--- src/rtl/mem_access_unit_pkg.sv ---
// mem_access_unit_pkg: load/store codes, access sizes and FSM state encodings
package mem_access_unit_pkg;
  localparam logic [2:0] LD_NONE = 3'd0;
  localparam logic [2:0] LD_SB   = 3'd1;
  localparam logic [2:0] LD_UB   = 3'd2;
  localparam logic [2:0] LD_SH   = 3'd3;
  localparam logic [2:0] LD_UH   = 3'd4;
  localparam logic [2:0] LD_W    = 3'd5;
  localparam logic [1:0] ST_NONE = 2'd0;
  localparam logic [1:0] ST_B    = 2'd1;
  localparam logic [1:0] ST_H    = 2'd2;
  localparam logic [1:0] ST_W    = 2'd3;
  localparam logic [1:0] SZ_B    = 2'd0;
  localparam logic [1:0] SZ_H    = 2'd1;
  localparam logic [1:0] SZ_W    = 2'd2;
  localparam logic [1:0] S_IDLE  = 2'd0;
  localparam logic [1:0] S_WAIT  = 2'd1;
  localparam logic [1:0] S_DONE  = 2'd2;
endpackage

--- src/rtl/mem_lane_align.sv ---
// mem_lane_align: byte enables, store lane replication, load extraction/extension
module mem_lane_align
  import mem_access_unit_pkg::*;
(
  input  logic [1:0]  size,
  input  logic [1:0]  lane,
  input  logic [31:0] wdata,
  input  logic [2:0]  ld_code,
  input  logic [1:0]  ld_lane,
  input  logic [31:0] word,
  output logic [3:0]  be,
  output logic [31:0] wrep,
  output logic [31:0] ext
);
  logic [7:0]  b;
  logic [15:0] h;
  // lane steering for the outgoing request and extension of the returning word
  always_comb begin
    be = size == SZ_B ? 4'b0001 << lane : size == SZ_H ? 4'b0011 << {lane[1], 1'b0} : 4'b1111;
    wrep = size == SZ_B ? {4{wdata[7:0]}} : size == SZ_H ? {2{wdata[15:0]}} : wdata;
    b = 8'(word >> {ld_lane, 3'b000});
    h = 16'(word >> {ld_lane[1], 4'b0000});
    ext = ld_code == LD_SB ? {{24{b[7]}}, b} :
          ld_code == LD_UB ? {24'd0, b} :
          ld_code == LD_SH ? {{16{h[15]}}, h} :
          ld_code == LD_UH ? {16'd0, h} : word;
  end
endmodule

--- src/rtl/mem_access_unit.sv ---
// mem_access_unit: single-outstanding load/store bus master with stall, timeout and alignment checks
module mem_access_unit
  import mem_access_unit_pkg::*;
#(
  parameter int TIMEOUT = 16,
  parameter int TO_W = 5
) (
  input  logic        clk,
  input  logic        rst,
  input  logic [2:0]  Memread,
  input  logic [1:0]  Memwrite,
  input  logic [31:0] addr,
  input  logic [31:0] wdata,
  output logic        stall,
  output logic [31:0] rdata,
  output logic        rdata_valid,
  output logic        misalign,
  output logic        bus_err,
  output logic        bus_req,
  output logic        bus_we,
  output logic [31:0] bus_addr,
  output logic [3:0]  bus_be,
  output logic [31:0] bus_wdata,
  input  logic        bus_ack,
  input  logic [31:0] bus_rdata
);
  localparam logic [TO_W-1:0] TO_LAST = TO_W'(TIMEOUT - 1);
  logic            rd, wr, conflict, aligned, go;
  logic [1:0]      size, state, lane;
  logic [2:0]      ld_code;
  logic [TO_W-1:0] cnt;
  logic [3:0]      be;
  logic [31:0]     wrep, ext;
  mem_lane_align u_align (
    .size(size), .lane(addr[1:0]), .wdata(wdata),
    .ld_code(ld_code), .ld_lane(lane), .word(bus_rdata),
    .be(be), .wrep(wrep), .ext(ext)
  );
  // decode the request: kind, size, alignment and whether it can be launched now
  always_comb begin
    rd = Memread >= LD_SB && Memread <= LD_W;
    wr = Memwrite != ST_NONE;
    conflict = rd && wr;
    size = rd ? ((Memread == LD_SB || Memread == LD_UB) ? SZ_B : (Memread == LD_SH || Memread == LD_UH) ? SZ_H : SZ_W)
              : (Memwrite == ST_B ? SZ_B : Memwrite == ST_H ? SZ_H : SZ_W);
    aligned = size == SZ_H ? !addr[0] : size == SZ_W ? addr[1:0] == 2'b00 : 1'b1;
    go = state == S_IDLE && (rd ^ wr) && aligned;
  end
  assign stall = go || state == S_WAIT;
  // access FSM: launch, wait for ack or timeout, one completion cycle
  always_ff @(posedge clk or posedge rst) begin
    if (rst) begin
      state <= S_IDLE;
      bus_req <= 1'b0;
      bus_we <= 1'b0;
      bus_addr <= '0;
      bus_be <= '0;
      bus_wdata <= '0;
      rdata <= '0;
      rdata_valid <= 1'b0;
      misalign <= 1'b0;
      bus_err <= 1'b0;
      cnt <= '0;
      ld_code <= LD_NONE;
      lane <= 2'b00;
    end else begin
      rdata_valid <= 1'b0;
      misalign <= 1'b0;
      bus_err <= 1'b0;
      case (state)
        S_IDLE: begin
          if (go) begin
            bus_req <= 1'b1;
            bus_we <= wr;
            bus_addr <= {addr[31:2], 2'b00};
            bus_be <= be;
            bus_wdata <= wrep;
            cnt <= '0;
            ld_code <= rd ? Memread : LD_NONE;
            lane <= addr[1:0];
            state <= S_WAIT;
          end else if (conflict) bus_err <= 1'b1;
          else if (rd || wr) misalign <= 1'b1;
        end
        S_WAIT: begin
          if (bus_ack) begin
            bus_req <= 1'b0;
            rdata <= ld_code != LD_NONE ? ext : rdata;
            rdata_valid <= ld_code != LD_NONE;
            state <= S_DONE;
          end else if (cnt == TO_LAST) begin
            bus_req <= 1'b0;
            rdata <= '0;
            bus_err <= 1'b1;
            state <= S_DONE;
          end else cnt <= cnt + 1'b1;
        end
        default: state <= S_IDLE;
      endcase
    end
  end
endmodule

--- config.mk ---
export PLATFORM = sky130hd
export DESIGN_NAME = mem_access_unit
export DESIGN_NICKNAME = d
export VERILOG_FILES = /design/src/rtl/mem_access_unit_pkg.sv /design/src/rtl/mem_lane_align.sv /design/src/rtl/mem_access_unit.sv
export SDC_FILE = /design/constraint.sdc
export NUM_CORES = 1
export LEC_CHECK = 0
export CELL_PAD_IN_SITES_DETAIL_PLACEMENT = 1
export CELL_PAD_IN_SITES_GLOBAL_PLACEMENT = 2
export CORE_MARGIN = 2
export CORE_UTILIZATION = 30
export CTS_CLUSTER_DIAMETER = 30
export DETAILED_ROUTE_END_ITERATION = 6
export PLACE_DENSITY_LB_ADDON = 0.08
export SYNTH_ARGS = -nofsm -noshare
export SYNTH_HDL_FRONTEND = slang
export SYNTH_SLANG_ARGS = --single-unit
--- constraint.sdc ---
create_clock -name clk -period 6.1 [get_ports clk]
set_input_delay 0.915 -clock clk [delete_from_list [all_inputs] [get_ports clk]]
set_output_delay 0.915 -clock clk [all_outputs]
set_load 0.1 [all_outputs]
### After elaboration in Yosys (flattened, before gate mapping)

Index checks and enable logic that the tools add are counted.

| storage, ports and cells | value |
|---|---|
| register bits | 115 |
| input port bits | 104 |
| output and inout port bits | 106 |
| word-level logic and storage cells | 103 |

| cells by class | value |
|---|---|
| add/sub/neg operators | 1 |
| magnitude comparators | 2 |
| equal/unequal tests | 19 |
| shift-type cells | 4 |
| multiplexer cells | 42 |
| bitwise gates (word level) | 1 |
| reduce and logical (&&, ||, !) cells | 21 |

Operator list:

| cell | number |
|---|---|
| 2-to-1 mux 32 bit | 9 |
| right shift 32 x 5 -> 16 bit | 1 |
| right shift 32 x 5 -> 8 bit | 1 |
| 2-to-1 mux 2 bit | 8 |
| 2-to-1 mux 1 bit | 15 |
| 2-to-1 mux 5 bit | 3 |
| == test 3 x 2 -> 1 bit, second input constant | 4 |
| one-hot mux 5 bit (2 select lines) | 1 |
| 2-to-1 mux 4 bit | 2 |
| == test 2 x 1 -> 1 bit, second input constant | 3 |
| == test 3 x 1 -> 1 bit, second input constant | 2 |
| == test 3 bit, second input constant | 2 |
| logical NOT 2 bit | 3 |
| != test 2 bit, second input constant | 3 |
| AND reduction 3 bit | 2 |
| nonzero test 2 bit | 3 |
| adder 5 x 1 -> 5 bit, second input constant | 1 |
| == test 5 x 4 -> 1 bit, second input constant | 1 |
| == test 2 bit, second input constant | 2 |
| logical AND 1 bit | 4 |
| logical OR 1 bit | 4 |
| one-hot mux 1 bit (2 select lines) | 2 |
| one-hot mux 2 bit (2 select lines) | 1 |
| AND reduction 2 bit | 2 |
| 11 further kinds | 11 |

### Longest topological paths before layout

| depth | value |
|---|---|
| word-level depth | 11 |
| mapped depth | 9 |
| depth with buffers taken out | 8 |

### By module

From an unflattened synthesis, not the netlist that was laid out.

| second synthesis, totals | value |
|---|---|
| cell total of the unflattened synthesis | 553 |
| area, all modules | 6064.6 um^2 |

By module, submodules not included:

| module | times used | cells an instance | area each (um^2) |
|---|---|---|---|
| mem_access_unit | 1 | 376 | 4734.5 |
| mem_lane_align | 1 | 177 | 1330.0 |

### Least setup slack after synthesis

Ideal clock, no wire load.

| timing | value |
|---|---|
| path kind | input to output |
| start point | input port Memread[2] |
| end point | output port stall |
| arrival time | 2.940 ns |
| data required time | 5.185 ns |
| path slack | 2.245 ns |
| stages on the path | 7 |
| path buffers | 1 |
| cells stage by stage | nor3_1 > a21oi_1 > ha_1 > nor3b_2 > nand3_4 > buf_2 > nand2_1 |

| between the ends | value |
|---|---|
| word-level cells in the longest chain between the ends | 10 |
| elaborated cells between the ends (all ways) | 20 |

Ends and longest elaborated chain:

| item | RTL line | source |
|---|---|---|
| start, declared | mem_access_unit.sv:10 | `input logic [2:0] Memread,` |
| == test 3 x 2 -> 1 bit / == test 3 bit (equally long branches) | mem_access_unit.sv:44 | `size = rd ? ((Memread == LD_SB \|\| Memread == LD_UB) ? SZ_B : (Memread == LD_SH \|\| Memread == LD_UH) ? SZ_H : S ...` |
| logical OR 1 bit | mem_access_unit.sv:44 |  |
| 2-to-1 mux 2 bit (3 in series) | mem_access_unit.sv:44 |  |
| == test 2 bit | mem_access_unit.sv:46 | `aligned = size == SZ_H ? !addr[0] : size == SZ_W ? addr[1:0] == 2'b00 : 1'b1;` |
| 2-to-1 mux 1 bit (2 in series) | mem_access_unit.sv:46 |  |
| logical AND 1 bit * | mem_access_unit.sv:47 | `go = state == S_IDLE && (rd ^ wr) && aligned;` |
| logical OR 1 bit * | mem_access_unit.sv:49 | `assign stall = go \|\| state == S_WAIT;` |
| end, declared | mem_access_unit.sv:14 | `output logic stall,` |

Every way passes the cells marked *; elsewhere a longest branch is shown, timed or not.

### Worst setup path after layout

Ends and elaborated chain as after synthesis.

==> flow_summary.ini <==
[run_status]
status = completed

[clock_tree]
cts.repair.resized = 0
cts_sinks = 115
cts_tree = built
clkTransAtPathRegs_ps = 60
hold_buffers = 0
cts_buffer_depth = 2
htreeDepth = 4
clkLatencyLatePin_ps = 420
numCtsBuffers = 17
post-cts-setup-buffer-count = 0
root_buffer = clkbuf_16

[drt]
wl_um = 18400
drc = 0
vias = 4768
dr.pass1.iters = 4
avgRoutedWirePerCell_um = 18.8
initialDrtViolationCount = 167
viasPerCell = 4.88
drtAntennaViolNets = 0

[floorplan]
fp.dieW_um = 143
die_area_um2 = 20500
die-height_um = 143
core-area_um2 = 18800
rows = 50
floorplan.initialDensity = 0.308
ioPinCount = 210

[timing]
grt_setup_unrepaired = no
fin_skew_ps = 11.1
setup_tns_ps = 0
fin_ws_ps = 1890
worstMarginPinSlew_ps = 1100
slew_viol_final = 0
setup_violations = 0
finalCritPeriodShare = 0.690
hold_violations = 0
max_freq_ghz = 0.238
relSlewSlack = 0.261
min_period_ps = 4210

[worst_setup_path]
reg2regPathDepth = 4
critPathKind = in2out
critical_path_required_ps = 5180
end_kind = primary output
crit_fanout = 11
arrival_ps = 3290
worstSetupStartpointType = input port

[logic_synthesis]
yosysWarnings = 0
yosys.area.top_type_share = 0.496
yosysTopAreaCell = dfrtp_1
syn_area_um2 = 5800
synth_flop_cell = dfrtp_1
synthMostInstantiatedCell = dfrtp_1
avgSynthCellArea_um2 = 11.5
ys_seq_area_frac = 0.496
ys_ff_latch = 115
synth-edff-count = 0
ys_async_sr_fraction = 1.00
synthTopCellsByCount = dfrtp_1 (115), mux2_2 (79), o21ai_0 (53)
synthTopCellsByArea = dfrtp_1 (50%), mux2_2 (15%), o21ai_0 (4.6%)
synth_cell_type_count = 51
synthCells = 503

[global_route]
antenna_found_initial = 1
track_usage = 0.190
grt_pass1_wl_um = 29800
grt_pass1_vias = 5346
grt_max_degree = 73
grt_remaining_overflow = 0

[place]
port_buffers = 207
dp_hpwl_um = 13400
gp_congestion = 0.758
pre_cts_slack_ps = 1860

[layout]
seq_area_um2 = 2880
fillers = 2024
drive_gt1_frac = 0.198
synthToLayoutAreaGrowth_pct = 49.7
nets = 813
multiInputGateArea_um2 = 2720

[run]
drv_cap = 0

[worst_hold_path]
min_path_cells = 1
holdCritPathClass = reg2reg
## metal layers
layer / share of wire / track usage / wire, um / vias up
li1: - / - / - / 2210
met1: 0.43 / 0.234 / 7890 / 2402
met2: 0.47 / 0.307 / 8730 / 137
met3: 0.083 / 0.0761 / 1520 / 19
met4: 0.015 / 0.0578 / 267 / 0
met5: 0 / 0 / 0 / -
## path summary, 6_finish.rpt
kind | from | end | slack, ps
worst max-delay path | Memread[2] | stall | 1890
worst min-delay path | rdata[5] | rdata[5] | 480
worst max register to register | lane[0] | rdata[31] | 3550
worst min register to register | rdata[5] | rdata[5] | 480
max in group asynchronous | rst | bus_wdata[15] | 3830
min in group asynchronous | rst | bus_be[0] | 1010
## cell families after synthesis
group / synth area share
fa+ha+maj: 0.0108
flops: 0.496
buf+inv: 0.0371
other cells: 0.000646
simple gates: 0.0763
mux: 0.226
compound gates: 0.146
xor+xnor: 0.00755
## cells in the final DEF, fill, tap and decap left out, drive strengths merged, types with 3 or more instances in the layout
cell	Yosys	final
clkdlybuf4s50	0	206
dfrtp	115	115
mux2	87	87
o21ai	58	58
a21oi	39	39
nand2	33	33
clkbuf	13	20
inv	15	16
mux2i	15	15
nor2	15	15
a21o	11	11
mux4	8	8
o221ai	8	8
nand2b	7	7
nor2b	6	6
buf	18	6
nor3b	6	6
ha	5	5
clkinvlp	0	5
o21a	4	4
a31o	4	4
nand3	4	4
clkinv	0	4
and3b	3	3
xnor2	3	3
and2	3	3
## worst max-delay path, cell delays in order
cell             delay, ps
clkdlybuf4s50_1        590
nor3_1                 400
a21oi_1                100
ha_1                   330
nor3b_2                470
nand3_4                110
nand2_1                 90
buf_4                  290
## state kept, by name, summed over array words and instances (netlist names), 2 cells and up
name and flops:
ld_code 3, bus_be 4, bus_addr 30, cnt 5
state 2, bus_wdata 32, rdata 32, lane 2
## final cells by class
cell class / instances / share of cell area
well taps: 260 / 0.0375
clock buffers: 20 / 0.0537
inverters: 15 / 0.00677
flip-flops and latches: 115 / 0.331
clock inverters: 12 / 0.0150
diodes: 1 / 0.000288
multi-input cells: 343 / 0.313
repair buffers: 212 / 0.243
## through the flow
step	util	cells	instance area [um2]	hold WS, ps
2_1_floorplan	-	504	5810	483
3_3_place_gp	0.429	945	8090	461
3_5_place_dp	0.429	945	8090	465
4_1_cts	0.461	977	8680	478
5_1_grt	0.461	977	8680	503
6_report	0.461	978	8680	475
Power is left out: the tool's default activity adds up to more than one toggle a clock period on the data nets, which glitch-free logic cannot reach.
